**src/rtl/game_packet_tx_pkg.sv**
```systemverilog
// Shared game-link definitions: transmit FSM states and packet header codes
// used by both the encoder here and the receive-side decoder.
package common_enums;

  typedef enum logic [2:0] {
    PTX_IDLE,
    PTX_SEND,
    PTX_WAIT_START,
    PTX_WAIT_DONE,
    PTX_GAP
  } pkt_tx_state_t;

  localparam logic [1:0] PKT_HDR_SETUP = 2'b10;
  localparam logic [1:0] PKT_HDR_MOVE  = 2'b00;
  localparam int         PKT_W         = 16;

endpackage

```
**src/rtl/game_packet_tx_fifo.sv**
```systemverilog
// Synchronous 16-bit packet queue with a registered read port; a push into a
// full queue is honoured only when a pop happens in the same cycle.
module pkt_fifo
  import common_enums::*;
#(
  parameter int DEPTH = 4
) (
  input  logic                           clk,
  input  logic                           reset,
  input  logic                           push,
  input  logic [PKT_W-1:0]               push_data,
  input  logic                           pop,
  output logic [PKT_W-1:0]               pop_data,
  output logic                           full,
  output logic                           empty,
  output logic [$clog2(DEPTH+1)-1:0]     count
);

  localparam int PW = $clog2(DEPTH);
  localparam int CW = $clog2(DEPTH+1);

  logic [PKT_W-1:0] mem_q [DEPTH];
  logic [PW-1:0]    wr_ptr_q, rd_ptr_q;
  logic [CW-1:0]    count_q;
  logic [PKT_W-1:0] pop_data_q;
  logic             do_push, do_pop;

  assign empty   = (count_q == '0);
  assign full    = (count_q == CW'(DEPTH));
  assign do_pop  = pop && !empty;
  assign do_push = push && (!full || do_pop);

  always_ff @(posedge clk) begin
    if (reset) begin
      wr_ptr_q   <= '0;
      rd_ptr_q   <= '0;
      count_q    <= '0;
      pop_data_q <= '0;
    end else begin
      if (do_push) wr_ptr_q <= wr_ptr_q + 1'b1;
      if (do_pop) begin
        rd_ptr_q   <= rd_ptr_q + 1'b1;
        pop_data_q <= mem_q[rd_ptr_q];
      end
      count_q <= count_q + CW'(do_push) - CW'(do_pop);
    end
  end

  // Storage carries no reset; pointers and count define what is valid.
  always_ff @(posedge clk) begin
    if (do_push) mem_q[wr_ptr_q] <= push_data;
  end

  assign pop_data = pop_data_q;
  assign count    = count_q;

endmodule

```
**src/rtl/game_packet_tx.sv**
```systemverilog
// Encodes setup/move events into 16-bit packets, queues them and paces them
// out to the UART transmitter one at a time with a post-packet idle gap.
module game_packet_tx
  import common_enums::*;
#(
  parameter int FIFO_DEPTH    = 4,
  parameter int GAP_CYCLES    = 16,
  parameter int START_TIMEOUT = 4
) (
  input  logic                              clk,
  input  logic                              reset,
  input  logic                              setup_req,
  input  logic                              setup_color,
  input  logic [1:0]                        setup_mode,
  input  logic                              move_req,
  input  logic [11:0]                       move_packet,
  input  logic                              tx_busy,
  output logic                              data_valid,
  output logic [15:0]                       data_in_tx,
  output logic [$clog2(FIFO_DEPTH+1)-1:0]   fifo_count,
  output logic                              drop
);

  localparam int TMAX = (GAP_CYCLES > START_TIMEOUT) ? GAP_CYCLES : START_TIMEOUT;
  localparam int TW   = $clog2(TMAX + 1);

  pkt_tx_state_t    state_q, state_d;
  logic [TW-1:0]    timer_q, timer_d;
  logic             data_valid_q, data_valid_d;
  logic             drop_q, drop_d;
  logic             push, pop, fifo_full, fifo_empty, req;
  logic [PKT_W-1:0] push_data;

  // Setup wins a same-cycle collision; the losing move is reported as a drop.
  always_comb begin
    req       = setup_req || move_req;
    push      = req;
    push_data = setup_req ? {PKT_HDR_SETUP, setup_color, setup_mode, 11'b0}
                          : {PKT_HDR_MOVE, move_packet, 2'b00};
    drop_d    = (setup_req && move_req) || (req && fifo_full && !pop);
  end

  always_ff @(posedge clk) begin
    if (reset) begin
      state_q      <= PTX_IDLE;
      timer_q      <= '0;
      data_valid_q <= 1'b0;
      drop_q       <= 1'b0;
    end else begin
      state_q      <= state_d;
      timer_q      <= timer_d;
      data_valid_q <= data_valid_d;
      drop_q       <= drop_d;
    end
  end

  // One timer serves both the start timeout and the inter-packet gap.
  always_comb begin
    state_d = state_q;
    timer_d = '0;
    case (state_q)
      PTX_IDLE:       if (!fifo_empty) state_d = PTX_SEND;
      PTX_SEND:       state_d = PTX_WAIT_START;
      PTX_WAIT_START: begin
        if (tx_busy)                               state_d = PTX_WAIT_DONE;
        else if (timer_q == TW'(START_TIMEOUT-1))  state_d = PTX_GAP;
        else                                       timer_d = timer_q + 1'b1;
      end
      PTX_WAIT_DONE:  if (!tx_busy) state_d = PTX_GAP;
      PTX_GAP: begin
        if (timer_q == TW'(GAP_CYCLES-1)) state_d = PTX_IDLE;
        else                              timer_d = timer_q + 1'b1;
      end
      default:        state_d = PTX_IDLE;
    endcase
  end

  always_comb begin
    pop          = (state_q == PTX_IDLE) && !fifo_empty;
    data_valid_d = pop;
  end

  pkt_fifo #(.DEPTH(FIFO_DEPTH)) u_fifo (
    .clk       (clk),
    .reset     (reset),
    .push      (push),
    .push_data (push_data),
    .pop       (pop),
    .pop_data  (data_in_tx),
    .full      (fifo_full),
    .empty     (fifo_empty),
    .count     (fifo_count)
  );

  assign data_valid = data_valid_q;
  assign drop       = drop_q;

endmodule
```
**config.mk**
```make
export PLATFORM = sky130hd
export DESIGN_NAME = game_packet_tx
export DESIGN_NICKNAME = d
export VERILOG_FILES = /design/src/rtl/game_packet_tx_pkg.sv /design/src/rtl/game_packet_tx_fifo.sv /design/src/rtl/game_packet_tx.sv
export SDC_FILE = /design/constraint.sdc
export NUM_CORES = 1
export LEC_CHECK = 0
export BUFFER_PORTS_ARGS = -buffer_cell sky130_fd_sc_hd__buf_4
export CAP_MARGIN = 20
export CORE_UTILIZATION = 55
export CTS_BUF_LIST = sky130_fd_sc_hd__clkbuf_8
export DETAILED_ROUTE_END_ITERATION = 16
export PLACE_DENSITY = 0.75
export SYNTH_ARGS = -nofsm -noshare
export SYNTH_HDL_FRONTEND = slang
export SYNTH_HIERARCHICAL = 1
export SYNTH_SLANG_ARGS = --single-unit
```
**constraint.sdc**
```tcl
create_clock -name clk -period 3.2 [get_ports clk]
set_input_delay 0.48 -clock clk [delete_from_list [all_inputs] [get_ports clk]]
set_output_delay 0.48 -clock clk [all_outputs]
set_load 0.01 [all_outputs]
```
After elaboration in Yosys (flattened, before gate mapping)
Memory sizes are Yosys's and may differ from the RTL's. A register that Yosys moved wholly into a read port is not among the register bits.
Cells that the tools add are included.
W data, S select, Z words.

word-level totals
  bits in registers = 17
  RAM bits = 64
  input port bits = 20
  output and inout port bits = 21
  logic and storage cells = 52
  memories kept = 1

operators by class
  add/sub/neg operators = 5
  equality and inequality tests = 11
  multiplexer cells = 13
  reductions and logical operators = 15

memory list
  name          words  width  rd ports  clocked after memory_dff  write ports  RTL line                   text
  u_fifo.mem_q  4      16     1         1                         1            game_packet_tx_fifo.sv:22  logic [PKT_W-1:0] mem_q [DEPTH];

operators by type and width
  operator               count
  $mux W16               1
  $mux W3                5
  $mux W5                3
  $pmux W3 S5            1
  $pmux W5 S2            1
  $eq A3 B2 Y1 const B   2
  $eq A3 B3 Y1 const B   2
  $logic_and A1 B1 Y1    6
  $logic_not A3 Y1       2
  $ne A2 B2 Y1 const B   3
  $add A5 B1 Y5 const B  1
  $eq A5 B2 Y1 const B   1
  $eq A5 B4 Y1 const B   1
  $add A2 B1 Y2 const B  2
  $reduce_and A4 Y1      1
  $add A3 B1 Y3          1
  $eq A3 B1 Y1 const B   1
  $logic_not A1 Y1       3
  $logic_or A1 B1 Y1     3
  $ne A3 B3 Y1 const B   1
  $sub A3 B1 Y3          1
  $mux W1                2

Logic depth before layout (Yosys ltp)
  depth in word-level cells = 8
  depth in mapped cells = 10
  gate-level depth less buffers = 10

Cells and area by module
Netlist, hierarchy kept.

by module, submodules not included
  module          times used  cells an instance  area an instance (um^2)  sequential area each (um^2)
  pkt_fifo        1           165                3266.9                   2382.3
  game_packet_tx  1           72                 646.9                    200.2

Worst setup path after synthesis
No wires, ideal clock.

  path kind = reg2reg
  start point = reg u_fifo.count_q[1] (netlist: u_fifo/count[1])
  end point = reg u_fifo.count_q[1] (netlist: u_fifo/count[1])
  library setup time = 0.128 ns
  data arrival time = 2.284 ns
  required time = 3.072 ns
  setup slack = 0.788 ns
  stages on the path, launching flop included = 9
  buffers on the path = 0
  clock period less this slack = 2.412 ns
  path through = dfxtp_1 nor3_1 nor4_2 o31ai_4 or2_1 a21bo_2 ha_1 fa_1 nor2b_1

on the way
  longest elaborated chain between the ends = 8
  elaborated cells on any way between the ends = 10
  those cells by class = 2 x add/sub; 1 x eq/ne; 7 x reduce/logical

ends and longest elaborated chain
  element                 RTL line                   text
  start, declared         game_packet_tx_fifo.sv:24  logic [CW-1:0] count_q;
  start signal, assigned  game_packet_tx_fifo.sv:45  count_q <= count_q + CW'(do_push) - CW'(do_pop);
  $logic_not A3 Y1 *      game_packet_tx_fifo.sv:28  assign empty = (count_q == '0);
  via fifo_empty          game_packet_tx.sv:31       logic push, pop, fifo_full, fifo_empty, req;
  $logic_not A1 Y1 *      game_packet_tx.sv:79       pop = (state_q == PTX_IDLE) && !fifo_empty;
  $logic_and A1 B1 Y1 *   game_packet_tx.sv:79
  via data_valid_d        game_packet_tx.sv:29       logic data_valid_q, data_valid_d;
  $logic_and A1 B1 Y1 *   game_packet_tx_fifo.sv:30  assign do_pop = pop && !empty;
  $logic_or A1 B1 Y1      game_packet_tx_fifo.sv:31  assign do_push = push && (!full || do_pop);
  $logic_and A1 B1 Y1     game_packet_tx_fifo.sv:31
  $add A3 B1 Y3           game_packet_tx_fifo.sv:45
  $sub A3 B1 Y3 *         game_packet_tx_fifo.sv:45

The timed path passes the listed nets; every way through them passes the cells marked *.
A chain may end at the register's enable or synchronous reset.

Worst setup path after layout
  start point = reg u_fifo.count_q[1] (netlist: u_fifo/count[1])
  end point = reg u_fifo.count_q[2] (netlist: u_fifo/count[2])

Same word-level chain as after synthesis.

==> impl_metrics.tcl <==
set metrics [dict create \
    ys.flop_type "edfxtp_1" \
    synth_seq_cells 97 \
    use_met1_pct 25.3 \
    seqPwrFrac_pct 49.5 \
    max_stage_delay_ps 530 \
    wl_per_cell_um 15.9 \
    crit_path_cell_trace "nor3_1 -> nor4_2 -> o31ai_4 -> a21bo_2 -> ha_1 -> fa_1 -> xnor2_1 -> xnor2_1 -> nor2_1" \
    syn_to_final_growth_pct 15.8 \
    htreeDepth 3 \
    hold_path_class "input pin to register" \
    fin_crit_sh_pct 80.9 \
    synth.distinct_cells 47 \
    cp_slowest_cell "dfxtp_1" \
    fmax_ghz 0.386 \
    root_buffer "clkbuf_8" \
    syn_area_um2 3910 \
    p_sw_mw 1.04 \
    grt_pass1_vias 2040 \
    num_rows 30 \
    cts.sinks 97 \
    final_cells 393 \
    start_util_pct 57.3 \
    drv_cap 0 \
    num_vias 2052 \
    crit_path_start_kind "register" \
    grtUsageMet2_pct 30.6 \
    avgSynthCellArea_um2 16.5 \
    crit_top_cell "xnor2_1" \
    worst-path-buf-inv 0 \
    grt_max_degree 19 \
    leakage_nw 1.67 \
    clk_latency_ps 360 \
    hold_viol 0 \
    rr_endpoint "u_fifo/count[2]" \
    skew_ps 8.44 \
    cp_data_required_time_ps 3450 \
    nets 321 \
    synth-edff-count 64 \
    tightest_slew_ps 853 \
    setup_violations 0 \
    min_to "state_q[2]" \
    synth.largest_area_cell "edfxtp_1" \
    io_buffer_count 40 \
    yosys_warnings 6 \
    grt_pass1_wl_um 10200 \
    nFillCells 508 \
    num_io_pins 41 \
    r2r_start "u_fifo/count[1]" \
    clkPwrFrac_pct 23.6 \
    setup.worst_path.class "register to register" \
    internal_power_mw 2.58 \
    pwr-share-comb_pct 26.9 \
    cp-end-kind "register" \
    status "finished, final reports clean" \
    diodes 0 \
    synth_async_sr_flop_share_pct 0 \
    critPathMaxFanout 7 \
    yosys.area.top_type_share_pct 49.1 \
    critical_path.top_delay_family "simple AND/OR/NAND/NOR gates" \
    fp.dieW_um 86.4 \
    clkTransAtPathRegs_ps 90 \
    place_inst 377 \
    first_pass_iters 6 \
    finalMaxSlewViolations 0 \
    core_um2 6830 \
    grt-ovfl-total 0 \
    min_period_ps 2590 \
    busiest_layer "met2" \
    cts_setup_buffers 0 \
    ys_seq_area_share_pct 66.0 \
    numCtsBuffers 9 \
    synth_area_leaders "edfxtp_1 (49%), dfxtp_1 (17%), mux4_2 (9.2%)" \
    cts_hold_buf 0 \
    drive_gt1_share_pct 30.6 \
    hold_depth 2 \
    ff2ff_setup_slack_ps 610 \
    grt.total_usage_pct 19.2 \
    die_area_um2 7460 \
    slew_headroom_pct 43.1 \
    cts_tree "done" \
    gp_congestion 0.746 \
    die_h_um 86.4 \
    cts-resized-gates 0 \
    hpwl_um 4000 \
    drt_iter0_drc 65 \
    ant_nets 0 \
    drc 0 \
    crit_arrival_ps 2840 \
    wirelength_um 6260 \
    irDropWorstVdd_mv 0.385 \
    r2r_cells 9 \
    switching_share_pct 28.7 \
    rsz0062_at_grt "false" \
    tns_ps 0 \
    synthCells 237 \
    power.density_nw_per_um2 797 \
    met3_usage_pct 4.38 \
    total_power_mw 3.61 \
    via_per_inst 5.22 \
    min-delay-start "reset" \
    clk_path_buf_depth 2 \
    antenna_found_initial 0 \
]
state kept, by name, indices dropped and copies added (netlist names):
register         cells
u_fifo/mem_q        64
u_fifo/pop_data     16
timer_q              5
state_q              3
u_fifo/count         3
u_fifo/rd_ptr_q      2
u_fifo/wr_ptr_q      2
data_valid           1
drop                 1
cell families after synthesis:
family | share of synthesized area [%]
simple gates | 8.44
xor+xnor | 1.57
compound gates | 6.46
other cells | 0.0958
buf+inv | 3.23
mux | 10.9
flops | 66.0
fa+ha+maj | 3.36
layer usage:
metal	share of wire, %	wire (µm)
met1	42	2650
met5	0	0
met3	5.7	359
met2	51	3170
met4	1.2	72
cell type report:
cell class	instances	area, µm²	area share (%)
multi-input combinational	132	1250	27.5
clock inverter	7	95.1	2.10
tap	96	120	2.65
inverter	7	26.3	0.580
timing repair buffer	45	338	7.45
sequential	97	2580	57.0
clock buffer	9	124	2.73
cells in the final DEF, fill, tap and decap left out, types with 3 or more instances in the layout:
cell / Yosys / final
xor2_1: 3 / 3
nor2b_1: 16 / 16
a21oi_1: 3 / 3
nand2b_1: 4 / 4
conb_1: 1 / 12
a22o_1: 16 / 16
mux2_2: 3 / 3
edfxtp_1: 64 / 64
ha_1: 8 / 8
nor2_1: 11 / 11
and2_1: 4 / 4
dfxtp_1: 33 / 33
buf_4: 1 / 45
clkbuf_8: 0 / 9
mux4_2: 16 / 16
xnor2_1: 4 / 4
inv_1: 7 / 8
power by group through the flow:
stage | sequential (mW) | combinational, mW | clock [mW]
after floorplan | 1.80 | 0.718 | 0
final | 1.79 | 0.971 | 0.853
after CTS | 1.79 | 0.988 | 0.873
after detailed placement | 1.82 | 0.983 | 0
after global placement | 1.80 | 0.969 | 0
after global routing | 1.82 | 1.08 | 0.930
worst max path at each step:
stage	from	end	slack (ps)	cells after the start
finish	u_fifo/count[1]	u_fifo/count[2]	610	9
global route	u_fifo/count[1]	u_fifo/count[2]	330	9
CTS	u_fifo/count[1]	u_fifo/count[2]	600	9
detailed placement	u_fifo/count[1]	u_fifo/count[2]	630	9
global placement	u_fifo/count[1]	u_fifo/count[2]	710	9
floorplan	u_fifo/count[1]	u_fifo/count[1]	790	8
metrics by stage:
step           area [µm²]  util (%)  hold WS, ps  worst slack (ps)
2_1_floorplan        3960         -          418               788
6_report             4530      66.3          415               611
3_5_place_dp         4310      63.1          445               633
5_1_grt              4530      66.3          430               332
4_1_cts              4530      66.3          409               601
3_3_place_gp         4310      63.1          431               706
synthesized netlist by cell type (2+ instances only):
cell type	count
inv_1	7
nor3_1	2
mux2i_1	2
xnor2_1	4
and3_2	2
buf_6	4
nor2b_1	16
ha_1	8
edfxtp_1	64
a21oi_1	3
nand2_1	2
a22o_1	16
clkbuf_1	2
xor2_1	3
dfxtp_1	33
nand3_1	2
buf_2	4
nor2_1	11
and2_1	4
mux2_2	3
mux4_2	16
nand2b_1	4
No activity file was read; power rests on OpenSTA's default activity.
